<file path="src/rtl/load_extend_ctrl.sv">
// load_extend_ctrl: load-path sequencer. It issues one word read, selects the
// byte or halfword lane, and sign- or zero-extends the data to 32 bits.
// Ports: clk, reset_n; start/load_type/addr from control; mem_rd/mem_addr/
// mem_rdata to and from data memory; busy/done/err/result/load_count out.
// Optional: define LOAD_STATS_EN to count completed good loads.
module load_extend_ctrl #(
  parameter int MEM_LAT = 1
) (
  input  logic        clk,
  input  logic        reset_n,
  input  logic        start,
  input  logic [2:0]  load_type,
  input  logic [31:0] addr,
  output logic        mem_rd,
  output logic [31:0] mem_addr,
  input  logic [31:0] mem_rdata,
  output logic        busy,
  output logic        done,
  output logic        err,
  output logic [31:0] result,
  output logic [15:0] load_count
);

  typedef enum logic [1:0] {
    IDLE,
    ISSUE,
    WAIT,
    DONE
  } state_t;

  localparam logic [3:0] LAT_M1 = 4'(MEM_LAT - 1);

  state_t      state;
  state_t      state_nx;
  logic [3:0]  cnt;
  logic [3:0]  cnt_nx;
  logic [2:0]  typ;
  logic [1:0]  a_lo;
  logic        bad;
  logic        accept;
  logic        capture;
  logic        is_byte;
  logic        is_half;
  logic        uns;
  logic [7:0]  byte_l;
  logic [15:0] half_l;
  logic [31:0] ext;

  assign accept  = (state == IDLE) && start;
  assign capture = (state == WAIT) && (cnt == 4'd0);

  // Invalid type or misalignment, judged on the live request.
  always_comb begin
    bad = 1'b1;
    unique case (load_type)
      3'b000, 3'b100: bad = 1'b0;
      3'b001, 3'b101: bad = addr[0];
      3'b010:         bad = |addr[1:0];
      default:        bad = 1'b1;
    endcase
  end

  assign is_byte = (typ[1:0] == 2'b00);
  assign is_half = (typ[1:0] == 2'b01);
  assign uns     = typ[2];

  assign byte_l = mem_rdata[{a_lo, 3'b000} +: 8];
  assign half_l = a_lo[1] ? mem_rdata[31:16]
                          : mem_rdata[15:0];

  always_comb begin
    ext = mem_rdata;
    unique case (1'b1)
      is_byte: ext = {{24{byte_l[7] & ~uns}},
                      byte_l};
      is_half: ext = {{16{half_l[15] & ~uns}},
                      half_l};
      default: ext = mem_rdata;
    endcase
  end

  always_comb begin
    state_nx = state;
    cnt_nx   = cnt;
    unique case (state)
      IDLE: begin
        if (start)
          state_nx = bad ? DONE : ISSUE;
      end
      ISSUE: begin
        state_nx = WAIT;
        cnt_nx   = LAT_M1;
      end
      WAIT: begin
        if (cnt == 4'd0)
          state_nx = DONE;
        else
          cnt_nx = cnt - 4'd1;
      end
      DONE: state_nx = IDLE;
    endcase
  end

  // Strobes decode from the async-reset state, so reset kills them at once.
  assign mem_rd = (state == ISSUE);
  assign busy   = (state != IDLE);
  assign done   = (state == DONE);

  always_ff @(posedge clk or negedge reset_n) begin
    if (!reset_n) begin
      state    <= IDLE;
      cnt      <= 4'd0;
      typ      <= 3'd0;
      a_lo     <= 2'd0;
      mem_addr <= 32'd0;
      err      <= 1'b0;
      result   <= 32'd0;
    end else begin
      state <= state_nx;
      cnt   <= cnt_nx;
      if (accept) begin
        typ      <= load_type;
        a_lo     <= addr[1:0];
        mem_addr <= {addr[31:2], 2'b00};
        err      <= bad;
        if (bad)
          result <= 32'd0;
      end
      if (capture)
        result <= ext;
    end
  end

`ifdef LOAD_STATS_EN
  logic [15:0] stat_q;

  // Bumped on the edge entering DONE, so it is current while done is high.
  always_ff @(posedge clk or negedge reset_n) begin
    if (!reset_n)
      stat_q <= 16'h0000;
    else if (capture && (stat_q != 16'hFFFF))
      stat_q <= stat_q + 16'h0001;
  end

  assign load_count = stat_q;
`else
  assign load_count = 16'h0000;
`endif

endmodule

</file>
<file path="config.mk">
export PLATFORM = sky130hd
export DESIGN_NAME = load_extend_ctrl
export DESIGN_NICKNAME = d
export VERILOG_FILES = /design/src/rtl/load_extend_ctrl.sv
export SDC_FILE = /design/constraint.sdc
export NUM_CORES = 1
export LEC_CHECK = 0
export CAP_MARGIN = 40
export CORE_ASPECT_RATIO = 0.9
export CORE_MARGIN = 10
export CORE_UTILIZATION = 35
export DETAILED_ROUTE_END_ITERATION = 10
export GPL_ROUTABILITY_DRIVEN = 0
export HOLD_SLACK_MARGIN = 0.02
export PLACE_DENSITY = 0.71
export SYNTH_ARGS = -nofsm -noshare
export SYNTH_HDL_FRONTEND = slang
export SYNTH_SLANG_ARGS = --single-unit
</file>
<file path="constraint.sdc">
create_clock -name clk -period 1.9 [get_ports clk]
set_input_delay 0.285 -clock clk [delete_from_list [all_inputs] [get_ports clk]]
set_output_delay 0.285 -clock clk [all_outputs]
set_load 0.05 [all_outputs]
</file>
==> metrics.cfg <==
[run_status]
status=finished clean

[grt]
grt-ovfl-total=0
antenna_found_initial=0
grt_max_degree=41
grt_first_pass_wirelength_um=17200
grt_util_all_layers_pct=14.4
grt_pass1_vias=3227

[timing]
fin_skew_ps=6.78
rsz0062_at_grt=no
max-slew-margin-rel_pct=63.6
min_period_ps=1810
finalHoldViolations=0
fin_ws_ps=87.0
fmax_mhz=552
setup_viol=0
setup_total_negative_slack_ps=0
drv_slew=0
tightest_slew_ps=545
min_period_over_period_pct=95.4

[clocking]
cts_buffers=9
clk_pin_slew_ps=60
cts.sinks=74
cts_buffer_depth=2
cts_tree=built
clk_latency_ps=330
htreeDepth=3
cts-root-buf=clkbuf_16

[detailed_routing]
drc=0
viasPerCell=4.95
vias=2989
dr.pass1.iters=5
drtIter0Drc=192
wl_um=10900
ant_nets=0
wl_per_cell_um=18.0

[synthesis]
synth_fa_ha_area_share_pct=2.06
synthFlopType=dfrtp_1
yosys_warnings=0
synth-compound-area-share_pct=14.0
synthMuxAreaShare_pct=15.6
syn-cell-area_um2=3640
synth_edf_count=0
synth_xor_area_share_pct=0
synth.distinct_cells=40
ys_seq_area_share_pct=50.9
async_flop_share_pct=100
ys_ff_latch=74
synth_top_family_by_area=multiplexers
synthCells=314
synth_area_per_cell_um2=11.6
yosys.area_share.simple_pct=9.93

[run]
max_cap_viol_count=0

[layout]
seq_area_um2=1850
insertedDiodeCount=0
fillers=913
final_cell_mix=clkdlybuf4s50_1, dfrtp_1, buf_4, mux2_2, nand2_1
layout.cells.non_filler=604
final_common_cell=clkdlybuf4s50_1
final_nets=546
drive_gt1_share_pct=21.1
area_delta_synth_final_pct=52.3
multi_input_area_um2=1590
final_area_um2=5550

[setup_path]
crit_fanout=2
crit_path_top_delay_cell=clkdlybuf4s50_1
crit_chain=clkdlybuf4s50_1
path_buf_inv=1
crit_path_max_incr_delay_ps=820
critPathArrivalTime_ps=1530
crit_type=reg -> out
critical-path-top-delay-family=buffers and inverters
critPathLaunchType=flop
cp_data_required_time_ps=1620
endpoint_kind=primary output

[floorplanning]
die-height_um=117
core_um2=10200
ios=154
placementRows=35
die_w_um=128
dieArea_um2=14900
start_util_pct=35.7

[pwr]
pwr-share-seq_pct=24.6
vdd_drop_max_mv=1.07
p_leak_nw=2.41
powerDensity_nw_per_um2=1960
power.switching_mw=5.09
power_frac_comb_pct=60.8
p_int_mw=5.79
switching_share_pct=46.8
finalPower_mw=10.9
pwr-share-clk_pct=14.6

[min_path]
holdCritPathClass=in -> async

[placement]
placed_cell_area_um2=5230
placed_cells=585
hpwlAfterDp_um=8560
dp_slack_ps=-446
io_buffers=135

-- worst register-to-register path, stage by stage, from the launching register on --
cell and delay, ps:
dfrtp_1 380, inv_1 80, ha_1 190, buf_4 170
and4bb_2 280, o21ai_0 130, or3_4 410, nand3b_1 110
-- timing repair --
| action | CTS | global route |
|---|---|---|
| pin swaps | 1 | 0 |
| endpoints found under the setup margin | 17 | 2 |
| buffers inserted | 2 | 0 |
| hold endpoints to repair | 34 | 0 |
| hold buffers | 1 | 0 |
| resized for setup | 1 | 1 |
-- final timing paths --
kind	from	slack (ps)	endpoint	cells past startpoint
min in group clk	result[7]	480	result[7]	1
worst min-delay path	reset_n	460	result[12]	2
max in group asynchronous	reset_n	860	mem_addr[7]	3
worst min register to register	result[7]	480	result[7]	1
worst max register to register	state[0]	100	result[15]	7
worst max-delay path	result[9]	90	result[9]	1
-- cell usage after synthesis, types with 9 or more instances --
master,n,area share (%)
mux2_2,35,11
buf_4,19,3.9
nor2_1,9,0.93
o21ai_0,14,1.9
nand2_1,25,2.6
a221o_1,16,4.4
dfrtp_1,74,51
mux2i_1,16,4.4
nor2b_1,11,1.9
buf_2,9,1.2
clkbuf_1,9,0.93
-- registers in the layout, indices dropped and copies added (netlist names) --
signal and count:
result 32, mem_addr 30, cnt 4, typ 3
a_lo 2, state 2, err 1
-- routing by layer --
layer,vias to the layer above,wire length (um),global-route usage [%]
met5,-,0,0
met4,0,62,2.96
met2,116,5280,23.0
met1,1462,4380,17.2
met3,6,1180,7.03
li1,1405,-,-
-- power groups by stage --
stage          Combinational, mW  Clock, mW  Sequential [mW]
2_1_floorplan               2.32          0             4.75
3_3_place_gp                6.53          0             2.69
3_5_place_dp                6.66          0             2.70
4_1_cts                     6.69       1.62             2.68
5_1_grt                     7.02       1.69             2.78
6_report                    6.62       1.59             2.68
-- cell families after synthesis --
group,count (synthesis)
flip-flops,74
AND/OR/NAND/NOR,71
AO/OA/AOI/OAI,64
multiplexers,52
buffers and inverters,46
adder cells (fa/ha/maj),6
other,1
-- cell type report --
class	instances	area share, %
Tap cell	129	2.91
Multi-Input combinational cell	211	28.6
Clock buffer	11	4.38
Inverter	6	0.406
Timing Repair Buffer	168	29.6
Clock inverter	5	0.722
Sequential cell	74	33.4
-- through the flow --
step           util (%)  hold WS [ps]
6_report           54.4           461
5_1_grt            54.4           513
4_1_cts            54.4           478
3_5_place_dp       51.3           283
3_3_place_gp       51.2           269
2_1_floorplan         -         -10.6
No activity file was read; power rests on OpenSTA's default activity.
